`src/rtl/hilo_muldiv_if.sv`:
```
// Issue/result bundle between the EX stage and the HI/LO mul/div sequencer.
// The EX side is the master; the sequencer is the slave.
interface hilo_muldiv_if;
  logic        start;
  logic [2:0]  op;
  logic [31:0] a;
  logic [31:0] b;
  logic        rd_req;
  logic        flush;
  logic        busy;
  logic        stall;
  logic        done;
  logic        dz;
  logic [31:0] hi;
  logic [31:0] lo;

  modport master (
    output start, op, a, b, rd_req, flush,
    input  busy, stall, done, dz, hi, lo
  );

  modport slave (
    input  start, op, a, b, rd_req, flush,
    output busy, stall, done, dz, hi, lo
  );
endinterface

```
`src/rtl/hilo_muldiv_ctrl.sv`:
```
// Radix-2 multiply / restoring-divide sequencer owning the HI/LO pair.
// 32 RUN steps on magnitudes, then one FIX cycle applies signs and commits.
module hilo_muldiv_ctrl (
  input  logic         i_clk,
  input  logic         i_reset,
  hilo_muldiv_if.slave io_bus
);

  typedef enum logic [1:0] {
    S_IDLE = 2'd0,
    S_RUN  = 2'd1,
    S_FIX  = 2'd2
  } state_t;

  localparam logic [2:0] OP_MTHI = 3'b100;
  localparam logic [2:0] OP_MTLO = 3'b101;

  state_t      r_state;
  state_t      w_next;
  logic [63:0] r_acc;
  logic [31:0] r_a;
  logic [31:0] r_b;
  logic [4:0]  r_cnt;
  logic        r_div;
  logic        r_neg_q;
  logic        r_neg_r;
  logic        r_bz;
  logic [31:0] r_hi;
  logic [31:0] r_lo;
  logic        r_done;
  logic        r_dz;

  logic        w_busy;
  logic        w_stall;
  logic        w_idle_go;
  logic        w_issue;
  logic        w_mthi;
  logic        w_mtlo;
  logic        w_sign;
  logic [31:0] w_a_abs;
  logic [31:0] w_b_abs;
  logic [32:0] w_sum;
  logic [63:0] w_mul_nxt;
  logic [32:0] w_rem_sh;
  logic        w_ge;
  logic [31:0] w_diff;
  logic [63:0] w_div_nxt;
  logic [63:0] w_prod;
  logic [31:0] w_fix_hi;
  logic [31:0] w_fix_lo;

  // flush in IDLE suppresses every kind of issue, including MTHI/MTLO
  assign w_idle_go = (r_state == S_IDLE) && io_bus.start && !io_bus.flush;
  assign w_issue   = w_idle_go && !io_bus.op[2];
  assign w_mthi    = w_idle_go && (io_bus.op == OP_MTHI);
  assign w_mtlo    = w_idle_go && (io_bus.op == OP_MTLO);

  assign w_sign  = ~io_bus.op[0];
  assign w_a_abs = (w_sign && io_bus.a[31]) ? -io_bus.a : io_bus.a;
  assign w_b_abs = (w_sign && io_bus.b[31]) ? -io_bus.b : io_bus.b;

  assign w_sum     = {1'b0, r_acc[63:32]} + (r_b[0] ? {1'b0, r_a} : 33'd0);
  assign w_mul_nxt = {w_sum, r_acc[31:1]};

  // remainder after the left shift needs 33 bits before the compare
  assign w_rem_sh  = r_acc[63:31];
  assign w_ge      = w_rem_sh >= {1'b0, r_b};
  assign w_diff    = w_rem_sh[31:0] - r_b;
  assign w_div_nxt = w_ge ? {w_diff, r_acc[30:0], 1'b1}
                          : {r_acc[62:0], 1'b0};

  assign w_prod = r_neg_q ? -r_acc : r_acc;

  always_comb begin
    w_fix_hi = w_prod[63:32];
    w_fix_lo = w_prod[31:0];
    if (r_div) begin
      if (r_bz) begin
        w_fix_hi = 32'd0;
        w_fix_lo = 32'd0;
      end else begin
        w_fix_hi = r_neg_r ? -r_acc[63:32] : r_acc[63:32];
        w_fix_lo = r_neg_q ? -r_acc[31:0] : r_acc[31:0];
      end
    end
  end

  always_ff @(posedge i_clk) begin
    if (i_reset) r_state <= S_IDLE;
    else         r_state <= w_next;
  end

  always_comb begin
    w_next = r_state;
    if (io_bus.flush) begin
      w_next = S_IDLE;
    end else begin
      unique case (r_state)
        S_IDLE:  if (w_issue) w_next = S_RUN;
        S_RUN:   if (r_cnt == 5'd0) w_next = S_FIX;
        S_FIX:   w_next = S_IDLE;
        default: w_next = S_IDLE;
      endcase
    end
  end

  always_comb begin
    w_busy  = (r_state != S_IDLE);
    w_stall = w_busy && (io_bus.start || io_bus.rd_req);
  end

  always_ff @(posedge i_clk) begin
    if (i_reset) begin
      r_acc   <= 64'd0;
      r_a     <= 32'd0;
      r_b     <= 32'd0;
      r_cnt   <= 5'd0;
      r_div   <= 1'b0;
      r_neg_q <= 1'b0;
      r_neg_r <= 1'b0;
      r_bz    <= 1'b0;
      r_hi    <= 32'd0;
      r_lo    <= 32'd0;
      r_done  <= 1'b0;
      r_dz    <= 1'b0;
    end else begin
      r_done <= 1'b0;
      r_dz   <= 1'b0;
      if (w_issue) begin
        r_a     <= w_a_abs;
        r_b     <= w_b_abs;
        r_acc   <= io_bus.op[1] ? {32'd0, w_a_abs} : 64'd0;
        r_cnt   <= 5'd31;
        r_div   <= io_bus.op[1];
        r_neg_q <= w_sign && (io_bus.a[31] ^ io_bus.b[31]);
        r_neg_r <= w_sign && io_bus.a[31];
        r_bz    <= (io_bus.b == 32'd0);
      end
      if (w_mthi) r_hi <= io_bus.a;
      if (w_mtlo) r_lo <= io_bus.a;
      if ((r_state == S_RUN) && !io_bus.flush) begin
        r_acc <= r_div ? w_div_nxt : w_mul_nxt;
        if (!r_div) r_b <= r_b >> 1;
        if (r_cnt != 5'd0) r_cnt <= r_cnt - 5'd1;
      end
      if ((r_state == S_FIX) && !io_bus.flush) begin
        r_hi   <= w_fix_hi;
        r_lo   <= w_fix_lo;
        r_done <= 1'b1;
        r_dz   <= r_div && r_bz;
      end
    end
  end

  assign io_bus.busy  = w_busy;
  assign io_bus.stall = w_stall;
  assign io_bus.done  = r_done;
  assign io_bus.dz    = r_dz;
  assign io_bus.hi    = r_hi;
  assign io_bus.lo    = r_lo;

endmodule

```
`src/flat_wrapper.sv`:
```
// flat-port wrapper written by rule: the top's interface ports become plain ports
module hilo_muldiv_ctrl_flat 
  (i_clk, i_reset, io_bus_start, io_bus_op, io_bus_a, io_bus_b, io_bus_rd_req, io_bus_flush, io_bus_busy, io_bus_stall, io_bus_done, io_bus_dz, io_bus_hi, io_bus_lo);
  hilo_muldiv_if io_bus_i ();
  input  logic i_clk;
  input  logic i_reset;
  input wire logic [$bits(io_bus_i.start)-1:0] io_bus_start;
  input wire logic [$bits(io_bus_i.op)-1:0] io_bus_op;
  input wire logic [$bits(io_bus_i.a)-1:0] io_bus_a;
  input wire logic [$bits(io_bus_i.b)-1:0] io_bus_b;
  input wire logic [$bits(io_bus_i.rd_req)-1:0] io_bus_rd_req;
  input wire logic [$bits(io_bus_i.flush)-1:0] io_bus_flush;
  output wire logic [$bits(io_bus_i.busy)-1:0] io_bus_busy;
  output wire logic [$bits(io_bus_i.stall)-1:0] io_bus_stall;
  output wire logic [$bits(io_bus_i.done)-1:0] io_bus_done;
  output wire logic [$bits(io_bus_i.dz)-1:0] io_bus_dz;
  output wire logic [$bits(io_bus_i.hi)-1:0] io_bus_hi;
  output wire logic [$bits(io_bus_i.lo)-1:0] io_bus_lo;
  assign io_bus_i.start = io_bus_start;
  assign io_bus_i.op = io_bus_op;
  assign io_bus_i.a = io_bus_a;
  assign io_bus_i.b = io_bus_b;
  assign io_bus_i.rd_req = io_bus_rd_req;
  assign io_bus_i.flush = io_bus_flush;
  assign io_bus_busy = io_bus_i.busy;
  assign io_bus_stall = io_bus_i.stall;
  assign io_bus_done = io_bus_i.done;
  assign io_bus_dz = io_bus_i.dz;
  assign io_bus_hi = io_bus_i.hi;
  assign io_bus_lo = io_bus_i.lo;
  hilo_muldiv_ctrl u_core (.i_clk(i_clk), .i_reset(i_reset), .io_bus(io_bus_i));
endmodule
```
`config.mk`:
```
export PLATFORM = sky130hd
export DESIGN_NAME = hilo_muldiv_ctrl_flat
export DESIGN_NICKNAME = d
export VERILOG_FILES = /design/src/rtl/hilo_muldiv_if.sv /design/src/rtl/hilo_muldiv_ctrl.sv /design/src/flat_wrapper.sv
export SDC_FILE = /design/constraint.sdc
export NUM_CORES = 1
export LEC_CHECK = 0
export BUFFER_PORTS_ARGS = -buffer_cell sky130_fd_sc_hd__buf_2
export CAP_MARGIN = 20
export CORE_MARGIN = 5
export CORE_UTILIZATION = 55
export CTS_BUF_LIST = sky130_fd_sc_hd__clkbuf_8
export DETAILED_ROUTE_END_ITERATION = 6
export MAX_ROUTING_LAYER = met4
export PLACE_DENSITY = 0.74
export SYNTH_ARGS = -nofsm -noshare
export SYNTH_HDL_FRONTEND = slang
export SYNTH_SLANG_ARGS = --single-unit
```
`constraint.sdc`:
```
create_clock -name i_clk -period 4.6 [get_ports i_clk]
set_input_delay 0.46 -clock i_clk [delete_from_list [all_inputs] [get_ports i_clk]]
set_output_delay 0.46 -clock i_clk [all_outputs]
set_load 0.03 [all_outputs]
```
==> results.yml <==
clocking:
  cts.sinks: 205
  htreeDepth: 2
  cts-buffers-inserted: 38
  root_buffer: "clkbuf_8"
  cts_resized: 0
  path_clk_slew_ns: 0.06
  clockBufferDepth: 3
  hold_buffers: 0
  cts_tree: "yes"
  worstSkewPairLatency_ns: 0.57
  postCtsSetupBuffers: 0
timing:
  rsz0062_at_grt: "false"
  setup_viol: 0
  slew_violations: 0
  hold_viol: 0
  fin_crit_ns: 4.18
  fmax_mhz: 239
  tightest_slew_ns: 1.05
  relSlewSlack_pct: 27.9
  finalCritPeriodShare_pct: 91.0
  finClkSkew_ns: 0.0373
  tns_ns: 0
final_layout:
  antenna_cells: 0
  fin_nets: 2372
  utilization_pct: 61.8
  area_growth_pct: 10.3
  fill_cells: 2672
  layout-drive-gt1-share_pct: 12.7
yosys:
  yosysSeqAreaShare_pct: 25.4
  synth_area_mm2: 0.0162
  netlist_instances: 2163
  yosys_warnings: 0
  synthTopCellsByCount: "nor2_1 (271), dfxtp_1 (205), a21oi_1 (193)"
  yosysTopAreaCell: "dfxtp_1"
  synth_top_cell_area_share_pct: 25.4
  syn-mean-instance-area_um2: 7.47
  synth.most_common_cell: "nor2_1"
  synth_area_leaders: "dfxtp_1 (25%), nor2_1 (6.3%), a21oi_1 (6.0%)"
  ys.flop_type: "dfxtp_1"
  ys_types: 81
  synth-edff-count: 0
  synth_fp_nets: 2306
  async_flop_share_pct: 0
  ys_seq_elements: 205
detailed_routing:
  wire_per_inst_um: 22.8
  drc: 0
  finalWirelength_um: 60100
  num_vias: 17472
  first_pass_iters: 6
  final_antenna_net_count: 0
  vias_per_cell: 6.63
  drt_iter0_markers: 2390
floorplan:
  start_util_pct: 56.0
  die_w_um: 181
  io_pins: 140
  die_y_um: 181
  rows: 62
  fp.coreArea_mm2: 0.0289
  die_area_mm2: 0.0329
setup_path:
  cp_cell_sequence: "ha_1 -> a21oi_1 -> o21ai_0 -> a2111oi_0 -> o211ai_1 -> nand3_1 -> nand3_2 -> buf_4 -> mux2_2 -> a222oi_1 -> nor2_1"
  rrSetupSlack_ns: 0.42
  cp-end-kind: "flip-flop"
  r2r_cells: 11
  timing.rr.end: "u_core.r_acc[50]"
  reg2reg_from: "u_core.r_acc[45]"
  slowest_stage: "a2111oi_0"
  worstPathArrival_ns: 4.60
  worstPathMaxFanout: 43
  critical_path.startpoint_type: "flip-flop"
  path_class: "flip-flop to flip-flop"
  max_stage_delay_ns: 0.93
  required_ns: 5.02
min_path:
  hold_path_depth: 2
  hold_end: "u_core.r_state[0]"
  min_from: "io_bus_flush"
  hp-class: "input pin to flip-flop"
global_routing:
  grt_max_degree: 92
  grt-ovfl-total: 0
  grt_pass1_wl_um: 92900
  met2_usage_pct: 53.0
  antenna_found_initial: 0
  grt_pass1_vias: 16129
  grt_use_total_pct: 35.7
  met3_usage_pct: 6.76
  grt_use_met1_pct: 49.1
  grt.busiest_layer: "met2"
run_status:
  status: "complete, no violations"
pwr:
  leakage_nw: 7.17
  powerDensity_mw_per_mm2: 265
  ir_worst_vdd_mv: 0.249
run:
  max_cap_viol_count: 0
placed_design:
  dp_hpwl_um: 44900
  place_congestion: 1.00
  io_buffers: 139
[metrics by stage]
| step | worst slack (ns) | hold slack, ns | cell area [um^2] | total power, mW | instances |
|---|---|---|---|---|---|
| floorplan | 1.23 | 0.430 | 16200 | 2.57 | 2163 |
| global placement | 0.673 | 0.441 | 17000 | 2.86 | 2571 |
| detailed placement | 0.615 | 0.447 | 17000 | 2.88 | 2572 |
| CTS | 0.607 | 0.0907 | 17800 | 4.71 | 2636 |
| global route | 0.425 | 0.111 | 17800 | 4.91 | 2637 |
| finish | 0.416 | 0.112 | 17800 | 4.72 | 2637 |
[cells by family (layout without fill, tap and decap cells)]
group / count (synthesis) / after routing / synth area share, %
AND/OR/NAND/NOR: 749 / 749 / 22.0
buffers and inverters: 226 / 316 / 5.85
AO/OA/AOI/OAI: 672 / 672 / 27.3
XOR/XNOR: 157 / 157 / 8.51
flip-flops: 205 / 205 / 25.4
adder cells (fa/ha/maj): 71 / 71 / 5.59
multiplexers: 83 / 83 / 5.30
[metal layers]
metal  vias up  share of wire [%]
met3       175                 11
met1      8224                 42
met4         0                3.5
li1       8056                  -
met2      1017                 44
met5         -                  0
[worst max path at each step]
stage | from | to | slack, ns | cells after the start
final | u_core.r_acc[45] | u_core.r_acc[50] | 0.42 | 11
after global routing | u_core.r_acc[45] | u_core.r_acc[42] | 0.42 | 11
after global placement | u_core.r_acc[55] | u_core.r_acc[50] | 0.67 | 11
after floorplan | u_core.r_b[0] | u_core.r_acc[57] | 1.23 | 15
after detailed placement | u_core.r_acc[55] | u_core.r_acc[42] | 0.62 | 11
after CTS | u_core.r_acc[55] | u_core.r_acc[50] | 0.61 | 11
[flip-flops by register name (all words and copies together) (netlist names)]
signal,count
u_core.r_cnt,5
u_core.io_bus.lo,32
u_core.r_acc,64
u_core.r_bz,1
u_core.io_bus.done,1
u_core.r_neg_q,1
u_core.r_b,32
u_core.r_a,32
u_core.io_bus.hi,32
u_core.r_neg_r,1
u_core.r_state,2
u_core.r_div,1
u_core.io_bus.dz,1
[cells in the final DEF (no fill, tap or decap), drive strengths merged, types with 13 or more instances in the layout]
cell type | synthesis | routed
nor2 | 272 | 272
dfxtp | 205 | 205
a21oi | 193 | 193
buf | 24 | 181
nand2 | 167 | 167
o21ai | 131 | 131
xnor2 | 95 | 95
nor3 | 84 | 84
inv | 71 | 83
a211oi | 79 | 79
ha | 69 | 69
xor2 | 62 | 62
mux2i | 62 | 62
clkbuf | 129 | 48
a221oi | 43 | 43
and2 | 36 | 36
nand3 | 31 | 31
a21o | 27 | 27
or3 | 26 | 26
or4 | 25 | 25
o221ai | 22 | 22
mux2 | 21 | 21
o31ai | 21 | 21
nand2b | 21 | 21
nor4 | 19 | 19
nand4 | 18 | 18
nor2b | 18 | 18
o21a | 16 | 16
o211ai | 16 | 16
a31oi | 14 | 14
a222oi | 13 | 13
a22oi | 13 | 13
[worst max-delay path, delay by kind of cell (launching register included)]
family	cells	cell delay (ns)
AO/OA/AOI/OAI	5	2.00
flip-flops	1	0.62
adder cells (fa/ha/maj)	1	0.42
AND/OR/NAND/NOR	3	0.34
multiplexers	1	0.34
buffers and inverters	1	0.32
[where the power goes]
group	internal [mW]	total, mW	leakage (nW)	switching (mW)
Clock	0.996	1.85	0.435	0.852
Sequential	1.84	1.91	1.67	0.0683
Combinational	0.350	0.968	5.07	0.617
Total	3.18	4.72	7.17	1.54
[cell type report]
type                            instances  area [um^2]  area share, %
Inverter                               71          267           1.49
Timing Repair Buffer                  181         1060           5.93
Clock buffer                           48          661           3.70
Clock inverter                         16          111          0.625
Tap cell                              384          480           2.69
Multi-Input combinational cell       1732        11100           62.5
Sequential cell                       205         4110           23.0
No activity file was read; power rests on OpenSTA's default activity.
